**src/rtl/uart_pkg.sv**
```systemverilog
// Shared types and helpers for the parametrised UART receiver.
// UART_RX_PARITY_EN adds the PARITY state to the FSM encoding.
package uart_pkg;

    typedef enum logic [2:0] {
        IDLE,
        START,
        DATA,
`ifdef UART_RX_PARITY_EN
        PARITY,
`endif
        STOP,
        WAIT_IDLE
    } rx_state_t;

    localparam logic PAR_EVEN = 1'b0;
    localparam logic PAR_ODD  = 1'b1;

    // Bits needed to hold any value in 0..max_value.
    function automatic int width_for(input int max_value);
        return (max_value < 2) ? 1 : $clog2(max_value + 1);
    endfunction

endpackage

```
**src/rtl/uart_rx_fifo.sv**
```systemverilog
// First-word fall-through receive FIFO with level counter and drop indication.
module uart_rx_fifo
    import uart_pkg::*;
#(
    parameter int WIDTH = 8,
    parameter int DEPTH = 16
) (
    input  logic                     clk,
    input  logic                     rst_n,
    input  logic                     i_push,
    input  logic [WIDTH-1:0]         i_data,
    input  logic                     i_pop,
    output logic                     o_valid,
    output logic [WIDTH-1:0]         o_data,
    output logic                     o_full,
    output logic                     o_empty,
    output logic [$clog2(DEPTH):0]   o_level,
    output logic                     o_drop
);

    localparam int PW = $clog2(DEPTH);
    localparam int LW = PW + 1;

    logic [WIDTH-1:0] r_mem [DEPTH];
    logic [PW-1:0]    r_wr_ptr;
    logic [PW-1:0]    r_rd_ptr;
    logic [LW-1:0]    r_level;
    logic             w_pop;
    logic             w_push;

    assign o_empty = (r_level == '0);
    assign o_full  = (r_level == LW'(DEPTH));
    assign o_valid = !o_empty;
    assign o_level = r_level;
    assign o_data  = o_empty ? '0 : r_mem[r_rd_ptr];

    // A full FIFO still accepts a push when the head is leaving in the same cycle.
    assign w_pop  = i_pop && !o_empty;
    assign w_push = i_push && (!o_full || w_pop);
    assign o_drop = i_push && o_full && !w_pop;

    always_ff @(posedge clk) begin
        if (w_push) begin
            r_mem[r_wr_ptr] <= i_data;
        end
    end

    always_ff @(posedge clk or negedge rst_n) begin
        if (!rst_n) begin
            r_wr_ptr <= '0;
            r_rd_ptr <= '0;
            r_level  <= '0;
        end else begin
            if (w_push) begin
                r_wr_ptr <= r_wr_ptr + 1'b1;
            end
            if (w_pop) begin
                r_rd_ptr <= r_rd_ptr + 1'b1;
            end
            case ({w_push, w_pop})
                2'b10:   r_level <= r_level + 1'b1;
                2'b01:   r_level <= r_level - 1'b1;
                default: r_level <= r_level;
            endcase
        end
    end

endmodule

```
**src/rtl/uart_rx_param.sv**
```systemverilog
// Parametrised UART receiver: synchroniser, bit timer, frame FSM and receive FIFO.
// Define UART_RX_PARITY_EN to check one parity bit between data and stop bits.
module uart_rx_param
    import uart_pkg::*;
#(
    parameter int DATA_BITS    = 8,
    parameter int CLKS_PER_BIT = 434,
    parameter int FIFO_DEPTH   = 16,
    parameter int PARITY_ODD   = 0,
    parameter int STOP_BITS    = 1
) (
    input  logic                          CLK,
    input  logic                          reset_n,
    input  logic                          serial_in,
    input  logic                          rd_ready,
    output logic                          rd_valid,
    output logic [DATA_BITS-1:0]          rd_data,
    output logic                          fifo_full,
    output logic                          fifo_empty,
    output logic [$clog2(FIFO_DEPTH):0]   fifo_level,
    input  logic                          error_clear,
    output logic                          frame_error,
    output logic                          parity_error,
    output logic                          overrun
);

    localparam int TW = width_for(CLKS_PER_BIT);
    localparam int BW = width_for(DATA_BITS);
    localparam logic [TW-1:0] HALF_LOAD = TW'(CLKS_PER_BIT / 2 - 1);
    localparam logic [TW-1:0] FULL_LOAD = TW'(CLKS_PER_BIT - 1);
    localparam logic [BW-1:0] LAST_BIT  = BW'(DATA_BITS - 1);
    localparam logic          LAST_STOP = 1'(STOP_BITS - 1);

    logic                 r_sync1;
    logic                 r_rxs;
    rx_state_t            r_state;
    logic [TW-1:0]        r_timer;
    logic [BW-1:0]        r_bit_idx;
    logic                 r_stop_idx;
    logic [DATA_BITS-1:0] r_shift;
    logic                 r_push;
    logic                 r_frame_err_set;
    logic                 r_frame_error;
    logic                 r_overrun;
    logic                 w_expired;
    logic                 w_drop;

    always_ff @(posedge CLK or negedge reset_n) begin
        if (!reset_n) begin
            r_sync1 <= 1'b1;
            r_rxs   <= 1'b1;
        end else begin
            r_sync1 <= serial_in;
            r_rxs   <= r_sync1;
        end
    end

    assign w_expired = (r_timer == '0);

`ifdef UART_RX_PARITY_EN
    localparam logic PAR_MODE = (PARITY_ODD != 0) ? PAR_ODD : PAR_EVEN;
    logic r_frame_bad;
    logic r_par_err_set;
    logic r_parity_error;
`endif

    // Each timed state acts only when the timer has counted down to zero.
    always_ff @(posedge CLK or negedge reset_n) begin
        if (!reset_n) begin
            r_state         <= IDLE;
            r_timer         <= '0;
            r_bit_idx       <= '0;
            r_stop_idx      <= 1'b0;
            r_shift         <= '0;
            r_push          <= 1'b0;
            r_frame_err_set <= 1'b0;
`ifdef UART_RX_PARITY_EN
            r_frame_bad     <= 1'b0;
            r_par_err_set   <= 1'b0;
`endif
        end else begin
            r_push          <= 1'b0;
            r_frame_err_set <= 1'b0;
`ifdef UART_RX_PARITY_EN
            r_par_err_set   <= 1'b0;
`endif
            if (!w_expired) begin
                r_timer <= r_timer - 1'b1;
            end
            case (r_state)
                IDLE: begin
                    if (!r_rxs) begin
                        r_timer <= HALF_LOAD;
                        r_state <= START;
`ifdef UART_RX_PARITY_EN
                        r_frame_bad <= 1'b0;
`endif
                    end
                end
                START: begin
                    if (w_expired) begin
                        if (r_rxs) begin
                            r_state <= IDLE;
                        end else begin
                            r_state   <= DATA;
                            r_bit_idx <= '0;
                            r_timer   <= FULL_LOAD;
                        end
                    end
                end
                DATA: begin
                    if (w_expired) begin
                        r_shift <= {r_rxs, r_shift[DATA_BITS-1:1]};
                        r_timer <= FULL_LOAD;
                        if (r_bit_idx == LAST_BIT) begin
                            r_bit_idx  <= '0;
                            r_stop_idx <= 1'b0;
`ifdef UART_RX_PARITY_EN
                            r_state    <= PARITY;
`else
                            r_state    <= STOP;
`endif
                        end else begin
                            r_bit_idx <= r_bit_idx + 1'b1;
                        end
                    end
                end
`ifdef UART_RX_PARITY_EN
                PARITY: begin
                    if (w_expired) begin
                        r_frame_bad <= (r_rxs != ((^r_shift) ^ PAR_MODE));
                        r_timer     <= FULL_LOAD;
                        r_state     <= STOP;
                    end
                end
`endif
                STOP: begin
                    if (w_expired) begin
                        if (!r_rxs) begin
                            r_frame_err_set <= 1'b1;
                            r_state         <= WAIT_IDLE;
                        end else if (r_stop_idx == LAST_STOP) begin
`ifdef UART_RX_PARITY_EN
                            r_push        <= !r_frame_bad;
                            r_par_err_set <= r_frame_bad;
`else
                            r_push        <= 1'b1;
`endif
                            r_state <= IDLE;
                        end else begin
                            r_stop_idx <= 1'b1;
                            r_timer    <= FULL_LOAD;
                        end
                    end
                end
                WAIT_IDLE: begin
                    if (r_rxs) begin
                        r_state <= IDLE;
                    end
                end
                default: r_state <= IDLE;
            endcase
        end
    end

    uart_rx_fifo #(
        .WIDTH (DATA_BITS),
        .DEPTH (FIFO_DEPTH)
    ) u_fifo (
        .clk     (CLK),
        .rst_n   (reset_n),
        .i_push  (r_push),
        .i_data  (r_shift),
        .i_pop   (rd_ready),
        .o_valid (rd_valid),
        .o_data  (rd_data),
        .o_full  (fifo_full),
        .o_empty (fifo_empty),
        .o_level (fifo_level),
        .o_drop  (w_drop)
    );

    // A clear wins over a set arriving in the same cycle.
    always_ff @(posedge CLK or negedge reset_n) begin
        if (!reset_n) begin
            r_frame_error <= 1'b0;
            r_overrun     <= 1'b0;
        end else begin
            if (error_clear) begin
                r_frame_error <= 1'b0;
                r_overrun     <= 1'b0;
            end else begin
                if (r_frame_err_set) begin
                    r_frame_error <= 1'b1;
                end
                if (w_drop) begin
                    r_overrun <= 1'b1;
                end
            end
        end
    end

`ifdef UART_RX_PARITY_EN
    always_ff @(posedge CLK or negedge reset_n) begin
        if (!reset_n) begin
            r_parity_error <= 1'b0;
        end else if (error_clear) begin
            r_parity_error <= 1'b0;
        end else if (r_par_err_set) begin
            r_parity_error <= 1'b1;
        end
    end
    assign parity_error = r_parity_error;
`else
    assign parity_error = 1'b0;
`endif

    assign frame_error = r_frame_error;
    assign overrun     = r_overrun;

endmodule

```
**config.mk**
```make
export PLATFORM = sky130hd
export DESIGN_NAME = uart_rx_param
export DESIGN_NICKNAME = d
export VERILOG_FILES = /design/src/rtl/uart_pkg.sv /design/src/rtl/uart_rx_fifo.sv /design/src/rtl/uart_rx_param.sv
export SDC_FILE = /design/constraint.sdc
export NUM_CORES = 1
export LEC_CHECK = 0
export ABC_AREA = 1
export CAP_MARGIN = 20
export CORE_UTILIZATION = 50
export CTS_BUF_LIST = sky130_fd_sc_hd__clkbuf_2
export CTS_CLUSTER_DIAMETER = 60
export DETAILED_ROUTE_END_ITERATION = 10
export PLACE_DENSITY = 0.76
export REMOVE_ABC_BUFFERS = 1
export SETUP_SLACK_MARGIN = 0.5
export SLEW_MARGIN = 25
export SYNTH_ARGS = -nofsm -noshare
export SYNTH_HDL_FRONTEND = slang
export SYNTH_SLANG_ARGS = --single-unit
```
**constraint.sdc**
```tcl
create_clock -name CLK -period 2.1 [get_ports CLK]
set_clock_uncertainty 0.15 [all_clocks]
set_input_delay 0.42 -clock CLK [delete_from_list [all_inputs] [get_ports CLK]]
set_output_delay 0.42 -clock CLK [all_outputs]
set_load 0.05 [all_outputs]
```
# == After elaboration in Yosys (flattened, before gate mapping) ==
# Memory sizes are Yosys's and may differ from the RTL's.
# Cells that the tools add are included.
# W data, S select, Z words.
# word_totals
regBits,44
ramBits,128
inputBits,5
output_inout_bits,19
elab_cells,103
mem_count,1
# classes
add_sub_neg,6
eq_ne,17
n_mux,45
n_reduce_logical,20
# memory_table
name,depth,width,read_ports,rd_clocked_by_memory_dff,write_ports,line_no,text
u_fifo.r_mem,16,8,1,0,1,uart_rx_fifo.sv:24,logic [WIDTH-1:0] r_mem [DEPTH];
# ops
op,count
$mux W9,8
$pmux W9 S4,1
$mux W3,8
$mux W1,18
$mux W4,4
$ne A2 B2 Y1 const B,8
$pmux W3 S5,1
$add A4 B1 Y4 const B,3
$pmux W5 S2,1
$reduce_bool A2 Y1,5
$logic_not A9 Y1,1
$sub A9 B1 Y9 const B,1
$mux W8,1
$pmux W4 S2,1
$reduce_and A7 Y1,1
$eq A3 B2 Y1 const B,2
$add A5 B1 Y5 const B,1
$eq A5 B5 Y1 const B,1
$logic_not A5 Y1,1
$reduce_and A5 Y1,1
$sub A5 B1 Y5 const B,1
$eq A4 B3 Y1 const B,1
$logic_and A1 B1 Y1,4
$reduce_and A4 Y1,1
11 further kinds,13

# == Longest topological paths before layout ==
# Gate-level depths: netlist of the first run.
# logic_depth
depth_word,7
mapped_depth,17
ltp_nobuf,17

# == By module ==
# From an unflattened synthesis of the first run, not the netlist that was laid out.
# hier_totals
hier_cells,656
area_unflattened_um2,7512.2
# modules_own_cells
module,instances,cells_per_inst,area_per_inst_um2,seq_area_each_um2
uart_rx_fifo,1,472,5936.9,4169.0
uart_rx_param,1,184,1575.3,753.2

# == Worst setup path before layout of the first run ==
# Ideal clock, no wire load.
# synth_path
path_type,reg2reg
start,register u_fifo.r_level[1] (netlist: u_fifo.o_level[1])
end,register u_fifo.r_level[4] (netlist: u_fifo.o_level[4])
setup_time_ps,129
arrival_time_ps,2714
required_time_ps,1821
path_slack_ps,-893
path_stages_with_launch,18
path_buffers,0
synth_period_minus_slack_ps,2993
cell_sequence,dfrtp_1 nor2_1 nand2_2 nor2_4 inv_2 nand2_4 inv_4 ha_1 xor2_1 ha_1 inv_1 nand2_1 nand3_1 nand2_1 nand2_1 nand2_1 nand2_1 o21ai_0
# synth_via
elab_chain_len,7
elab_cells_between_ends,13
cone_classes,add/sub: 2; eq/ne: 3; mux: 1; reduce/logical: 7
# synth_lines
item,line_no,text
start: declaration,uart_rx_fifo.sv:27,logic [LW-1:0] r_level;
start signal: assignment,uart_rx_fifo.sv:61,2'b10: r_level <= r_level + 1'b1;
start signal: assignment,uart_rx_fifo.sv:62,2'b01: r_level <= r_level - 1'b1;
start signal: assignment,uart_rx_fifo.sv:63,default: r_level <= r_level;
$logic_not A5 Y1 (*),uart_rx_fifo.sv:31,assign o_empty = (r_level == '0);
named net fifo_empty,uart_rx_param.sv:19,"output logic fifo_empty,"
$logic_not A1 Y1 (*),-,
named net rd_valid,uart_rx_param.sv:16,"output logic rd_valid,"
$logic_and A1 B1 Y1 (*),uart_rx_fifo.sv:38,assign w_pop = i_pop && !o_empty;
named net u_fifo.w_pop,uart_rx_fifo.sv:28,logic w_pop;
$logic_or A1 B1 Y1,uart_rx_fifo.sv:39,assign w_push = i_push && (!o_full || w_pop);
$logic_and A1 B1 Y1,uart_rx_fifo.sv:39,
$eq A2 B1 Y1 / $eq A2 B2 Y1 (equally long branches),uart_rx_fifo.sv:60,"case ({w_push, w_pop})"
$pmux W5 S2 / $reduce_bool A2 Y1 (equally long branches),-,
# Mark *: on every way through the listed nets, which the timed path passes. The rest lies on a longest branch.
# A chain may end at the register's enable or synchronous reset.

# == Worst setup path in the final report of the first run ==
# layout_path
start,register u_fifo.r_rd_ptr[0]
end,output rd_data[7]
# layout_via
elab_chain_len,2
# layout_lines
item,line_no,text
start: declaration,uart_rx_fifo.sv:26,logic [PW-1:0] r_rd_ptr;
start signal: assignment,uart_rx_fifo.sv:58,r_rd_ptr <= r_rd_ptr + 1'b1;
$mem_v2 Z16 W8,-,
$mux W8,uart_rx_fifo.sv:35,assign o_data = o_empty ? '0 : r_mem[r_rd_ptr];
end: declaration,uart_rx_param.sv:17,"output logic [DATA_BITS-1:0] rd_data,"
# Every way passes these cells.

==> impl_metrics.prom, run 1 <==
# TYPE chip_impl_metric gauge
chip_impl_metric{name="synth.lib_cells_used.distinct",unit=""} 38
chip_impl_metric{name="initial_utilization",unit="%"} 51.7
chip_impl_info{name="final_cell_mix",value="nand2_1 (197), edfxtp_1 (128), nand3_1 (99), buf_4 (42), dfrtp_1 (37)"} 1
chip_impl_metric{name="switching_share",unit="%"} 39.0
chip_impl_metric{name="place_congestion",unit=""} 0.889
chip_impl_info{name="violations_in_the_final_reports",value="design-rule violations, negative setup slack"} 1
chip_impl_metric{name="final_cell_area",unit="sq um"} 9800
chip_impl_metric{name="routed_wirelength",unit="mm"} 18.5
chip_impl_metric{name="asyncSetResetFlopFracSynth",unit="%"} 25.1
chip_impl_metric{name="worst-path-max-fanout",unit=""} 16
chip_impl_metric{name="cp_data_required_time",unit="ns"} 1.53
chip_impl_metric{name="internal_cell_power",unit="mW"} 6.69
chip_impl_metric{name="fp.dieArea",unit="sq um"} 15700
chip_impl_metric{name="maximum_number_of_pins_on_one_net_before_global_route_repair",unit=""} 24
chip_impl_metric{name="antenna_found_initial",unit=""} 0
chip_impl_metric{name="dieWidth",unit="microns"} 125
chip_impl_metric{name="placement.io_buffers",unit=""} 22
chip_impl_info{name="rr_startpoint",value="u_fifo.o_level[3]"} 1
chip_impl_metric{name="cts.reportedPaths.clkPinSlew",unit="ns"} 0.22
chip_impl_metric{name="final_layout_size_suffix_gt1_share",unit="%"} 32.5
chip_impl_info{name="status",value="complete, but fails checks"} 1
chip_impl_metric{name="setup_ws",unit="ns"} -0.886
chip_impl_metric{name="net-switching-power",unit="mW"} 4.28
chip_impl_metric{name="layoutNonFillerInstCount",unit=""} 1022
chip_impl_metric{name="p_per_area",unit="nW/um^2"} 1120
chip_impl_metric{name="fmax",unit="MHz"} 335
chip_impl_metric{name="final_util",unit="%"} 66.6
chip_impl_metric{name="grt_first_pass_wirelength",unit="mm"} 28.6
chip_impl_metric{name="timing_worst_slew_pin_value",unit="ns"} 0.729
chip_impl_info{name="cts.root.buffer_cell",value="clkbuf_2"} 1
chip_impl_metric{name="cts-buffers-inserted",unit=""} 17
chip_impl_metric{name="number_of_rows_created_at_floorplan",unit=""} 44
chip_impl_metric{name="final.period_utilization",unit="%"} 142
chip_impl_info{name="synth.largest_area_cell",value="edfxtp_1"} 1
chip_impl_metric{name="post_drt_via_cell_ratio",unit=""} 5.67
chip_impl_metric{name="power.combinational.fraction",unit="%"} 51.1
chip_impl_metric{name="max-clock-path-buffers",unit=""} 2
chip_impl_metric{name="worst-endpoint-arrival",unit="ns"} 2.42
chip_impl_metric{name="h-tree-depth",unit=""} 4
chip_impl_metric{name="ant_nets",unit=""} 0
chip_impl_metric{name="share_clk_of_total_power",unit="%"} 14.4
chip_impl_info{name="hold_path.startpoint",value="r_sync1"} 1
chip_impl_metric{name="latest_clock_arrival_within_the_worst_skew_pair",unit="ns"} 0.78
chip_impl_metric{name="leakagePower",unit="nW"} 4.18
chip_impl_metric{name="placed_cells",unit=""} 949
chip_impl_metric{name="seqPwrFrac",unit="%"} 34.5
chip_impl_info{name="synth_area_leaders",value="edfxtp_1 (51%), dfrtp_1 (14%), nand2_1 (11%), nand3_1 (8.0%), ha_1 (2.1%)"} 1
chip_impl_metric{name="synth-seq-cells",unit=""} 171
chip_impl_metric{name="grt.total_usage",unit="%"} 24.0
chip_impl_metric{name="ys.warnings.count",unit=""} 0
chip_impl_metric{name="first_global_vias",unit=""} 5668
chip_impl_info{name="timing_worst_setup_path_type",value="register to primary output"} 1
chip_impl_metric{name="floorplan.io_pins",unit=""} 24
chip_impl_info{name="startpoint_type",value="register"} 1
chip_impl_info{name="crit_path_start",value="u_fifo.r_rd_ptr[0]"} 1
chip_impl_metric{name="vertical_die_dimension",unit="microns"} 125
chip_impl_metric{name="flow.area_growth_from_synthesis",unit="%"} 28.9
chip_impl_metric{name="syn_area",unit="sq um"} 7600
chip_impl_metric{name="ir_worst_vdd",unit="V"} 0.00118
chip_impl_info{name="holdCritPathClass",value="register to register"} 1
chip_impl_metric{name="fin_worst_hold_slack",unit="ns"} 0.225
chip_impl_metric{name="detailed_placement_hpwl",unit="mm"} 10.4
chip_impl_metric{name="final_hold_viol_count",unit=""} 0
chip_impl_metric{name="cap_viol_max_count",unit=""} 0
chip_impl_metric{name="synth_enable_flop_cells",unit=""} 128
chip_impl_metric{name="synth_sequential_area_ratio",unit="%"} 64.8
chip_impl_metric{name="period_needed",unit="ns"} 2.99
chip_impl_metric{name="wl_per_cell",unit="microns"} 18.1
chip_impl_metric{name="synth.avg_cell_area",unit="sq um"} 10.6
chip_impl_metric{name="setup-violations-final",unit=""} 123
chip_impl_info{name="ys_dominant_reg_cell",value="edfxtp_1"} 1
chip_impl_metric{name="synth_top_cell_area_share",unit="%"} 50.6
chip_impl_metric{name="drt_first_iter_violations",unit=""} 612
chip_impl_metric{name="grt_overflow",unit=""} 0
chip_impl_metric{name="post_synth_inst_count",unit=""} 718
chip_impl_info{name="layout_commonest_cell",value="nand2_1"} 1
chip_impl_metric{name="nets",unit=""} 843
chip_impl_metric{name="timing.slew.headroom",unit="%"} 51.4
chip_impl_metric{name="drc",unit=""} 2
chip_impl_info{name="grt_setup_unrepaired",value="true"} 1
chip_impl_metric{name="dr.pass1.iters",unit=""} 8
chip_impl_metric{name="core-area",unit="sq um"} 14700
chip_impl_metric{name="n_antenna_cell",unit=""} 0
chip_impl_metric{name="numClockSinks",unit=""} 171
chip_impl_metric{name="place_area",unit="sq um"} 8410
chip_impl_info{name="critical_path.endpoint_type",value="primary output"} 1
chip_impl_info{name="tritoncts",value="yes"} 1
chip_impl_metric{name="via_count",unit=""} 5790
chip_impl_metric{name="timing.final.max_slew_violations",unit=""} 0
-- flip-flops by register name (all words and copies together) (netlist names) --
register	cells
u_fifo.r_rd_ptr	4
r_rxs	1
r_frame_err_set	1
r_sync1	1
u_fifo.r_wr_ptr	4
u_fifo.o_level	5
r_bit_idx	4
r_state	3
r_timer	9
frame_error	1
r_shift	8
u_fifo.r_mem	128
r_push	1
overrun	1
-- per-stage QoR --
| step | total power [mW] | setup WS [ns] | setup TNS [ns] |
|---|---|---|---|
| after floorplan | 5.96 | -1.35 | -35.17 |
| after global placement | 7.85 | -0.287 | -5.66 |
| after detailed placement | 7.94 | -0.383 | -11.69 |
| after CTS | 10.6 | -0.912 | -9.72 |
| after global routing | 11.4 | -1.01 | -24.69 |
| final | 11.0 | -0.886 | -11.72 |
-- worst paths after layout --
path	endpoint	slack [ns]	depth (start not counted)
setup / recovery	rd_data[7]	-0.89	10
hold / removal	r_rxs	0.22	0
setup reg to reg	u_fifo.o_level[4]	-0.40	18
hold reg to reg	r_rxs	0.22	0
max in group asynchronous	r_sync1	0.66	4
min in group asynchronous	u_fifo.o_level[4]	0.52	3
-- power by group through the flow --
| stage | Sequential [mW] | Clock (mW) | Combinational (mW) |
|---|---|---|---|
| floorplan | 4.22 | 0 | 1.74 |
| global placement | 3.83 | 0 | 4.02 |
| detailed placement | 3.84 | 0 | 4.10 |
| CTS | 3.78 | 1.60 | 5.22 |
| global route | 3.79 | 1.73 | 5.91 |
| finish | 3.78 | 1.58 | 5.61 |
-- cell type report --
| class | instances | area, sq um |
|---|---|---|
| clock buffers | 17 | 85.1 |
| multi-input cells | 475 | 2810 |
| flip-flops and latches | 171 | 4930 |
| clock inverters | 15 | 128 |
| inverters | 44 | 190 |
| well taps | 184 | 230 |
| fillers | 980 | 4900 |
| repair buffers | 116 | 1430 |
-- routing by layer --
metal  vias to the layer above  share of wire [%]  global-route usage, %
li1                       2644                  -                      -
met1                      2816                 40                   30.2
met2                       278                 51                   40.5
met3                        52                6.6                   4.79
met4                         0                2.7                   10.6
met5                         -                  0                      0
-- what timing repair did --
action | in CTS | in global routing
setup endpoints to repair | 175 | 182
cloned | 5 | 1
hold buffers | 4 | 0
gates resized for setup | 145 | 61
endpoints found under the hold margin | 44 | 0
buffers inserted | 26 | 5
pin swaps | 31 | 31
-- kinds of logic (layout without fill, tap and decap cells) --
group                    count (synthesis)  count (layout)  share of synthesized area (%)
buffers and inverters                   72             192                           5.07
AO/OA/AOI/OAI                           40              40                           3.11
XOR/XNOR                                10              10                           1.15
other                                    1               1                         0.0494
flip-flops                             171             171                           64.8
adder cells (fa/ha/maj)                 13              13                           2.14
AND/OR/NAND/NOR                        411             411                           23.7
-- cells in the mapped netlist, types with 2 or more instances --
| library cell | number |
|---|---|
| nand3_1 | 121 |
| dfstp_2 | 2 |
| inv_2 | 6 |
| o21ai_2 | 4 |
| nand2_1 | 226 |
| nand4_1 | 5 |
| nor2_4 | 3 |
| nand2_2 | 7 |
| edfxtp_1 | 128 |
| buf_4 | 7 |
| dfrtp_1 | 41 |
| clkbuf_1 | 3 |
| ha_1 | 13 |
| nand2_4 | 4 |
| clkinv_1 | 2 |
| inv_4 | 2 |
| o21ai_1 | 8 |
| nor2_2 | 2 |
| buf_2 | 9 |
| nor3_1 | 3 |
| a21oi_1 | 12 |
| xor2_1 | 6 |
| xnor2_1 | 4 |
| buf_6 | 9 |
| o21ai_0 | 9 |
| a21oi_2 | 3 |
| nor2_1 | 36 |
| inv_1 | 33 |
-- critical path, cell delays in order (launching register included) --
cell,delay (ns)
dfrtp_2,0.50
clkinv_4,0.12
buf_12,0.16
nand2_1,0.06
nand3_1,0.08
nand3_1,0.10
nand2_1,0.11
nand2_1,0.07
a21oi_2,0.16
buf_4,0.14
buf_12,0.12
Note: power is estimated with default switching activity, not from simulation.
==> inputs of run 2 (changes only) <==
--- a/config.mk
+++ b/config.mk
@@ -6,12 +6,13 @@
 export NUM_CORES = 1
 export LEC_CHECK = 0
 export ABC_AREA = 1
+export ABC_CLOCK_PERIOD_IN_PS = 2100
 export CAP_MARGIN = 20
-export CORE_UTILIZATION = 50
+export CORE_UTILIZATION = 30
 export CTS_BUF_LIST = sky130_fd_sc_hd__clkbuf_2
 export CTS_CLUSTER_DIAMETER = 60
 export DETAILED_ROUTE_END_ITERATION = 10
-export PLACE_DENSITY = 0.76
+export PLACE_DENSITY = 0.55
 export REMOVE_ABC_BUFFERS = 1
 export SETUP_SLACK_MARGIN = 0.5
 export SLEW_MARGIN = 25
==> run 2 against run 1 <==
  * First-iteration DRC count shrank 54%
  * Sequential cell count is the same
  * Critical path depth grew 1
  * Global-route usage shrank 9.9 points
  * Cell count grew 15%
  * Non-clock buffer count grew 14
  * Highest routed layer unchanged
  * Maximum frequency grew 0.61%
  * Largest power group unchanged
  * Worst hold slack gained 0.0029 ns
  * The run ends with negative setup slack left
==> impl_metrics.prom, run 2 (same netlist as run 1, synthesis figures left out) <==
# TYPE chip_impl_metric gauge
chip_impl_metric{name="worst-endpoint-arrival",unit="ns"} 2.40
chip_impl_metric{name="fp.dieArea",unit="sq um"} 26000
chip_impl_metric{name="setup-violations-final",unit=""} 15
chip_impl_metric{name="final_util",unit="%"} 41.7
chip_impl_metric{name="fin_worst_hold_slack",unit="ns"} 0.228
chip_impl_metric{name="detailed_placement_hpwl",unit="mm"} 11.0
chip_impl_metric{name="dr.pass1.iters",unit=""} 7
chip_impl_metric{name="p_per_area",unit="nW/um^2"} 1130
chip_impl_metric{name="ir_worst_vdd",unit="V"} 0.00104
chip_impl_metric{name="post_drt_via_cell_ratio",unit=""} 4.59
chip_impl_metric{name="initial_utilization",unit="%"} 30.9
chip_impl_metric{name="h-tree-depth",unit=""} 4
chip_impl_metric{name="grt_overflow",unit=""} 0
chip_impl_metric{name="number_of_cell_instances_on_the_worst_register_to_register_path",unit=""} 15
chip_impl_info{name="crit_path_end",value="rd_data[4]"} 1
chip_impl_metric{name="seqPwrFrac",unit="%"} 32.8
chip_impl_info{name="final_cell_mix",value="nand2_1 (196), edfxtp_1 (128), nand3_1 (93), buf_4 (47), buf_6 (40)"} 1
chip_impl_metric{name="max-clock-path-buffers",unit=""} 2
chip_impl_metric{name="antenna_found_initial",unit=""} 0
chip_impl_info{name="cts.root.buffer_cell",value="clkbuf_2"} 1
chip_impl_metric{name="cp_data_required_time",unit="ns"} 1.53
chip_impl_info{name="grt_setup_unrepaired",value="true"} 1
chip_impl_metric{name="place_congestion",unit=""} 0.833
chip_impl_metric{name="switching_share",unit="%"} 37.6
chip_impl_metric{name="vertical_die_dimension",unit="microns"} 161
chip_impl_info{name="crit_path_start",value="u_fifo.r_rd_ptr[0]"} 1
chip_impl_metric{name="leakagePower",unit="nW"} 4.33
chip_impl_info{name="violations_in_the_final_reports",value="negative setup slack"} 1
chip_impl_metric{name="timing.slew.headroom",unit="%"} 46.6
chip_impl_info{name="cpLargestDelayFamily",value="buffers and inverters"} 1
chip_impl_info{name="timing_worst_setup_path_type",value="register to primary output"} 1
chip_impl_metric{name="n_antenna_cell",unit=""} 0
chip_impl_info{name="tritoncts",value="yes"} 1
chip_impl_metric{name="drt_first_iter_violations",unit=""} 283
chip_impl_metric{name="ant_nets",unit=""} 0
chip_impl_info{name="critical_path.endpoint_type",value="primary output"} 1
chip_impl_metric{name="wl_per_cell",unit="microns"} 15.8
chip_impl_metric{name="power.combinational.fraction",unit="%"} 50.1
chip_impl_metric{name="numClockSinks",unit=""} 171
chip_impl_metric{name="timing.final.max_slew_violations",unit=""} 0
chip_impl_metric{name="r2r_slack",unit="ns"} -0.18
chip_impl_metric{name="grt.total_usage",unit="%"} 14.2
chip_impl_metric{name="final_hold_viol_count",unit=""} 0
chip_impl_info{name="layout_commonest_cell",value="nand2_1"} 1
chip_impl_info{name="startpoint_type",value="register"} 1
chip_impl_metric{name="final_layout_size_suffix_gt1_share",unit="%"} 34.5
chip_impl_metric{name="floorplan.io_pins",unit=""} 24
chip_impl_metric{name="final.period_utilization",unit="%"} 141
chip_impl_info{name="critical_path.cell_chain",value="inv_8, buf_12, clkbuf_16, nand2_4, nand3_2, nand3_2, nand2_1, nand2_2, a21oi_2, buf_4, buf_12"} 1
chip_impl_metric{name="net-switching-power",unit="mW"} 4.36
chip_impl_metric{name="worst-path-max-fanout",unit=""} 6
chip_impl_metric{name="flow.area_growth_from_synthesis",unit="%"} 34.9
chip_impl_metric{name="timing_worst_slew_pin_value",unit="ns"} 0.798
chip_impl_metric{name="drc",unit=""} 0
chip_impl_metric{name="setup_ws",unit="ns"} -0.868
chip_impl_metric{name="routed_wirelength",unit="mm"} 18.6
chip_impl_metric{name="latest_clock_arrival_within_the_worst_skew_pair",unit="ns"} 0.73
chip_impl_metric{name="worstSetupPathDepth",unit=""} 11
chip_impl_info{name="regToRegEndpoint",value="u_fifo.o_level[2]"} 1
chip_impl_metric{name="pre_cts_ws",unit="ns"} -0.324
chip_impl_metric{name="maximum_number_of_pins_on_one_net_before_global_route_repair",unit=""} 47
chip_impl_metric{name="largest_reg_flops",unit=""} 128
chip_impl_info{name="largest-register",value="u_fifo.r_mem"} 1
chip_impl_metric{name="cap_viol_max_count",unit=""} 0
chip_impl_info{name="status",value="complete, but fails checks"} 1
chip_impl_metric{name="cts-buffers-inserted",unit=""} 17
chip_impl_metric{name="grt_first_pass_wirelength",unit="mm"} 28.0
chip_impl_info{name="rr_startpoint",value="u_fifo.o_level[2]"} 1
chip_impl_info{name="holdCritPathClass",value="register to register"} 1
chip_impl_metric{name="cts.reportedPaths.clkPinSlew",unit="ns"} 0.26
chip_impl_metric{name="core-area",unit="sq um"} 24600
chip_impl_metric{name="placement.io_buffers",unit=""} 22
chip_impl_metric{name="dieWidth",unit="microns"} 161
chip_impl_metric{name="fin_setup_tns",unit="ns"} -8.20
chip_impl_metric{name="first_global_vias",unit=""} 5131
chip_impl_metric{name="share_clk_of_total_power",unit="%"} 17.1
chip_impl_metric{name="cp_num_buf_inv",unit=""} 5
chip_impl_metric{name="nets",unit=""} 857
chip_impl_metric{name="critical-path-max-stage-delay",unit="ns"} 0.52
chip_impl_metric{name="report.power.total",unit="mW"} 11.6
chip_impl_info{name="layout_top_registers",value="u_fifo.r_mem (128), r_timer (9), r_shift (8)"} 1
chip_impl_metric{name="number_of_rows_created_at_floorplan",unit=""} 57
chip_impl_info{name="critPathSlowestCell",value="dfrtp_2"} 1
chip_impl_metric{name="period_needed",unit="ns"} 2.97
chip_impl_metric{name="via_count",unit=""} 5396
chip_impl_metric{name="internal_cell_power",unit="mW"} 7.23
chip_impl_metric{name="fmax",unit="MHz"} 337
==> run 2: cell count changes in the layout (fill, tap and decap cells not counted), sizes merged <==
cell         change
clkinv           -1
buf              +9
clkinvlp         -8
clkbuf           +5
bufinv           +3
inv              +5
dlygate4sd3      +1
==> run 2: metrics by stage <==
| stage | instance area (sq um) | std cells |
|---|---|---|
| after floorplan | 7390 | 690 |
| after global placement | 8720 | 1106 |
| after detailed placement | 8720 | 1106 |
| after CTS | 9580 | 1153 |
| after global routing | 10300 | 1176 |
| final | 10300 | 1176 |
==> run 2: power groups by stage <==
stage | Sequential [mW] | Combinational [mW] | Clock [mW]
after floorplan | 4.22 | 1.74 | 0
after global placement | 3.83 | 4.38 | 0
after detailed placement | 3.83 | 4.38 | 0
after CTS | 3.78 | 4.81 | 2.04
after global routing | 3.81 | 6.21 | 2.16
final | 3.80 | 5.81 | 1.98
==> run 2: metal layers <==
layer	GRT usage, %	wire [microns]
met5	0	0
met4	3.73	257
met3	3.13	688
met2	23.2	9270
met1	18.9	8340
==> run 2: cell type report <==
cell class | instances | area [sq um]
inverter | 44 | 203
clock buffer | 18 | 90.1
sequential | 171 | 4930
tap | 324 | 405
multi-input combinational | 475 | 2880
timing repair buffer | 130 | 1560
fill | 2298 | 14400
clock inverter | 14 | 190
==> run 2: worst min-delay path by stage <==
stage,from,to,slack (ns),cells past startpoint
3_3_place_gp,r_sync1,r_rxs,0.20,0
6_report,r_sync1,r_rxs,0.23,0
4_1_cts,rd_ready,overrun,0.23,5
5_1_grt,r_sync1,r_rxs,0.23,0
2_1_floorplan,reset_n,frame_error,-0.03,0
3_5_place_dp,r_sync1,r_rxs,0.20,0
==> run 2: timing repair <==
action | 4_1_cts | 5_1_grt
hold buffers | 5 | 0
buffers inserted | 9 | 16
pin swaps | 6 | 48
endpoints found under the hold margin | 46 | 0
setup endpoints to repair | 175 | 183
cloned | 1 | 7
resized for setup | 118 | 103
==> inputs of run 3 (changes only) <==
--- a/config.mk
+++ b/config.mk
@@ -8,11 +8,11 @@
 export ABC_AREA = 1
 export ABC_CLOCK_PERIOD_IN_PS = 2100
 export CAP_MARGIN = 20
-export CORE_UTILIZATION = 30
+export CORE_UTILIZATION = 35
 export CTS_BUF_LIST = sky130_fd_sc_hd__clkbuf_2
 export CTS_CLUSTER_DIAMETER = 60
 export DETAILED_ROUTE_END_ITERATION = 10
-export PLACE_DENSITY = 0.55
+export PLACE_DENSITY = 0.61
 export REMOVE_ABC_BUFFERS = 1
 export SETUP_SLACK_MARGIN = 0.5
 export SLEW_MARGIN = 25
==> run 3 against run 2 <==
  * The run still ends with negative setup slack left
  * Clock power down 10%
  * Sequential cell count unchanged
  * Non-clock buffer count down 1
  * Critical path depth unchanged
  * Sequential power about the same
  * Power down 1.7%
  * Design area up 1.3%
  * Die area down 14%
  * Critical endpoint is now rd_data[1]
  * Core utilization up 7.4 points
  * Largest cell class unchanged
  * Clock-buffer cell count down 1
  * Wire length down 1.8%
  * Via count up 1.5%
==> impl_metrics.prom, run 3 (same netlist as run 1, synthesis figures left out) <==
# TYPE chip_impl_metric gauge
chip_impl_info{name="cts.root.buffer_cell",value="clkbuf_2"} 1
chip_impl_metric{name="share_clk_of_total_power",unit="%"} 15.7
chip_impl_metric{name="initial_utilization",unit="%"} 35.9
chip_impl_metric{name="maximum_number_of_pins_on_one_net_before_global_route_repair",unit=""} 19
chip_impl_metric{name="flow.area_growth_from_synthesis",unit="%"} 36.6
chip_impl_metric{name="seq_area",unit="sq um"} 4930
chip_impl_metric{name="number_of_rows_created_at_floorplan",unit=""} 53
chip_impl_metric{name="period_needed",unit="ns"} 2.95
chip_impl_metric{name="placement.io_buffers",unit=""} 22
chip_impl_metric{name="setup-violations-final",unit=""} 18
chip_impl_metric{name="antenna_found_initial",unit=""} 0
chip_impl_info{name="timing_worst_setup_path_type",value="register to primary output"} 1
chip_impl_info{name="crit_path_start",value="u_fifo.r_rd_ptr[0]"} 1
chip_impl_metric{name="dieWidth",unit="microns"} 149
chip_impl_info{name="final_cell_mix",value="nand2_1 (191), edfxtp_1 (128), nand3_1 (82), buf_4 (44), buf_6 (39)"} 1
chip_impl_metric{name="ant_nets",unit=""} 0
chip_impl_metric{name="r2r_slack",unit="ns"} -0.27
chip_impl_metric{name="n_antenna_cell",unit=""} 0
chip_impl_metric{name="final_layout_size_suffix_gt1_share",unit="%"} 38.0
chip_impl_metric{name="nets",unit=""} 857
chip_impl_metric{name="setup_ws",unit="ns"} -0.851
chip_impl_metric{name="timing.slew.headroom",unit="%"} 40.6
chip_impl_metric{name="max-clock-path-buffers",unit=""} 2
chip_impl_metric{name="final_hold_viol_count",unit=""} 0
chip_impl_metric{name="via_count",unit=""} 5475
chip_impl_info{name="regToRegEndpoint",value="u_fifo.o_level[4]"} 1
chip_impl_metric{name="floorplan.io_pins",unit=""} 24
chip_impl_metric{name="report.power.total",unit="mW"} 11.4
chip_impl_metric{name="vertical_die_dimension",unit="microns"} 149
chip_impl_metric{name="fp.dieArea",unit="sq um"} 22300
chip_impl_metric{name="grt_first_pass_wirelength",unit="mm"} 27.8
chip_impl_metric{name="grt_overflow",unit=""} 0
chip_impl_info{name="rr_startpoint",value="u_fifo.o_level[2]"} 1
chip_impl_metric{name="wl_per_cell",unit="microns"} 16.2
chip_impl_metric{name="pre_cts_ws",unit="ns"} -0.349
chip_impl_metric{name="h-tree-depth",unit=""} 4
chip_impl_metric{name="fillCellCount",unit=""} 1846
chip_impl_metric{name="timing_worst_slew_pin_value",unit="ns"} 0.892
chip_impl_metric{name="numClockSinks",unit=""} 171
chip_impl_info{name="layout_top_registers",value="u_fifo.r_mem (128), r_timer (9), r_shift (8)"} 1
chip_impl_metric{name="post_drt_via_cell_ratio",unit=""} 4.86
chip_impl_metric{name="dr.pass1.iters",unit=""} 5
chip_impl_metric{name="worst-path-max-fanout",unit=""} 5
chip_impl_metric{name="largest_reg_flops",unit=""} 128
chip_impl_info{name="largest-register",value="u_fifo.r_mem"} 1
chip_impl_info{name="tritoncts",value="yes"} 1
chip_impl_info{name="startpoint_type",value="register"} 1
chip_impl_metric{name="final.period_utilization",unit="%"} 141
chip_impl_info{name="violations_in_the_final_reports",value="negative setup slack"} 1
chip_impl_metric{name="drt_first_iter_violations",unit=""} 285
chip_impl_metric{name="cts-buffers-inserted",unit=""} 17
chip_impl_metric{name="cap_viol_max_count",unit=""} 0
chip_impl_metric{name="net-switching-power",unit="mW"} 4.38
chip_impl_metric{name="p_per_area",unit="nW/um^2"} 1100
chip_impl_info{name="grt_setup_unrepaired",value="true"} 1
chip_impl_metric{name="ir_worst_vdd",unit="V"} 0.000847
chip_impl_metric{name="leakagePower",unit="nW"} 4.32
chip_impl_metric{name="fmax",unit="MHz"} 339
chip_impl_metric{name="internal_cell_power",unit="mW"} 7.01
chip_impl_metric{name="power.combinational.fraction",unit="%"} 51.0
chip_impl_info{name="holdCritPathClass",value="input port to register"} 1
chip_impl_metric{name="latest_clock_arrival_within_the_worst_skew_pair",unit="ns"} 0.75
chip_impl_metric{name="multi_input_gate_area_in_the_final_layout",unit="sq um"} 3030
chip_impl_metric{name="cts.reportedPaths.clkPinSlew",unit="ns"} 0.25
chip_impl_metric{name="layoutNonFillerInstCount",unit=""} 1127
chip_impl_metric{name="grt.total_usage",unit="%"} 16.7
chip_impl_metric{name="detailed_placement_hpwl",unit="mm"} 10.5
chip_impl_metric{name="number_of_cell_instances_on_the_worst_register_to_register_path",unit=""} 17
chip_impl_metric{name="seqPwrFrac",unit="%"} 33.3
chip_impl_info{name="critical_path.endpoint_type",value="primary output"} 1
chip_impl_metric{name="final_util",unit="%"} 49.1
chip_impl_metric{name="routed_wirelength",unit="mm"} 18.2
chip_impl_metric{name="cp_data_required_time",unit="ns"} 1.53
chip_impl_info{name="crit_path_end",value="rd_data[1]"} 1
chip_impl_metric{name="placed_cells",unit=""} 1050
chip_impl_info{name="status",value="complete, but fails checks"} 1
chip_impl_metric{name="place_congestion",unit=""} 0.837
chip_impl_info{name="layout_commonest_cell",value="nand2_1"} 1
chip_impl_metric{name="first_global_vias",unit=""} 5240
chip_impl_metric{name="timing.final.max_slew_violations",unit=""} 0
chip_impl_metric{name="switching_share",unit="%"} 38.5
chip_impl_metric{name="drc",unit=""} 0
chip_impl_metric{name="worst-endpoint-arrival",unit="ns"} 2.38
chip_impl_metric{name="core-area",unit="sq um"} 21200
-- run 3: layer usage --
layer | vias to the layer above | global-route usage (%) | part of all wire [%]
met3 | 26 | 2.94 | 3.3
met5 | - | 0 | 0
met2 | 124 | 27.6 | 50
li1 | 2688 | - | -
met4 | 0 | 5.71 | 2.0
met1 | 2637 | 21.9 | 44
-- run 3: power groups by stage --
stage	clock network (mW)	registers (mW)	logic [mW]
detailed placement	0	3.83	4.21
finish	1.78	3.79	5.81
floorplan	0	4.22	1.74
global route	1.95	3.80	6.16
CTS	1.82	3.78	5.29
global placement	0	3.84	4.21
-- run 3: layout make-up --
cell class | instances | area share, %
clock buffer | 17 | 0.820
clock inverter | 15 | 1.59
inverter | 44 | 2.00
multi-input combinational | 476 | 29.2
sequential | 171 | 47.5
tap | 275 | 3.31
timing repair buffer | 129 | 15.6
-- run 3: timing repair --
action / 4_1_cts / 5_1_grt
pin swaps: 22 / 38
setup buffers: 10 / 23
setup endpoints to repair: 176 / 198
resized for setup: 146 / 127
cloned: 5 / 3
hold endpoints to repair: 42 / 0
hold buffers: 4 / 0
-- run 3: worst min path at each step --
stage	from	to	slack (ns)	depth (start not counted)
floorplan	reset_n	frame_error	-0.03	0
global placement	r_sync1	r_rxs	0.20	0
detailed placement	r_sync1	r_rxs	0.20	0
CTS	error_clear	overrun	0.004	2
global route	error_clear	overrun	0.009	2
finish	error_clear	overrun	0.07	2
-- run 3: worst max-delay path, stage by stage (launching register included) --
cell      delay (ns)
dfrtp_2         0.52
clkinv_4        0.12
buf_12          0.14
buf_16          0.13
nand2_2         0.05
nand3_2         0.05
nand3_1         0.07
nand2_1         0.07
nand2_1         0.06
a21oi_1         0.15
buf_4           0.14
buf_12          0.13
-- run 3: through the flow --
stage | instance area [sq um] | setup TNS (ns) | hold WS [ns]
finish | 10400 | -8.60 | 0.0730
global route | 10400 | -11.28 | 0.00936
CTS | 9640 | -8.85 | 0.00418
detailed placement | 8580 | -12.13 | 0.201
global placement | 8580 | -8.78 | 0.199
floorplan | 7390 | -35.17 | -0.0256
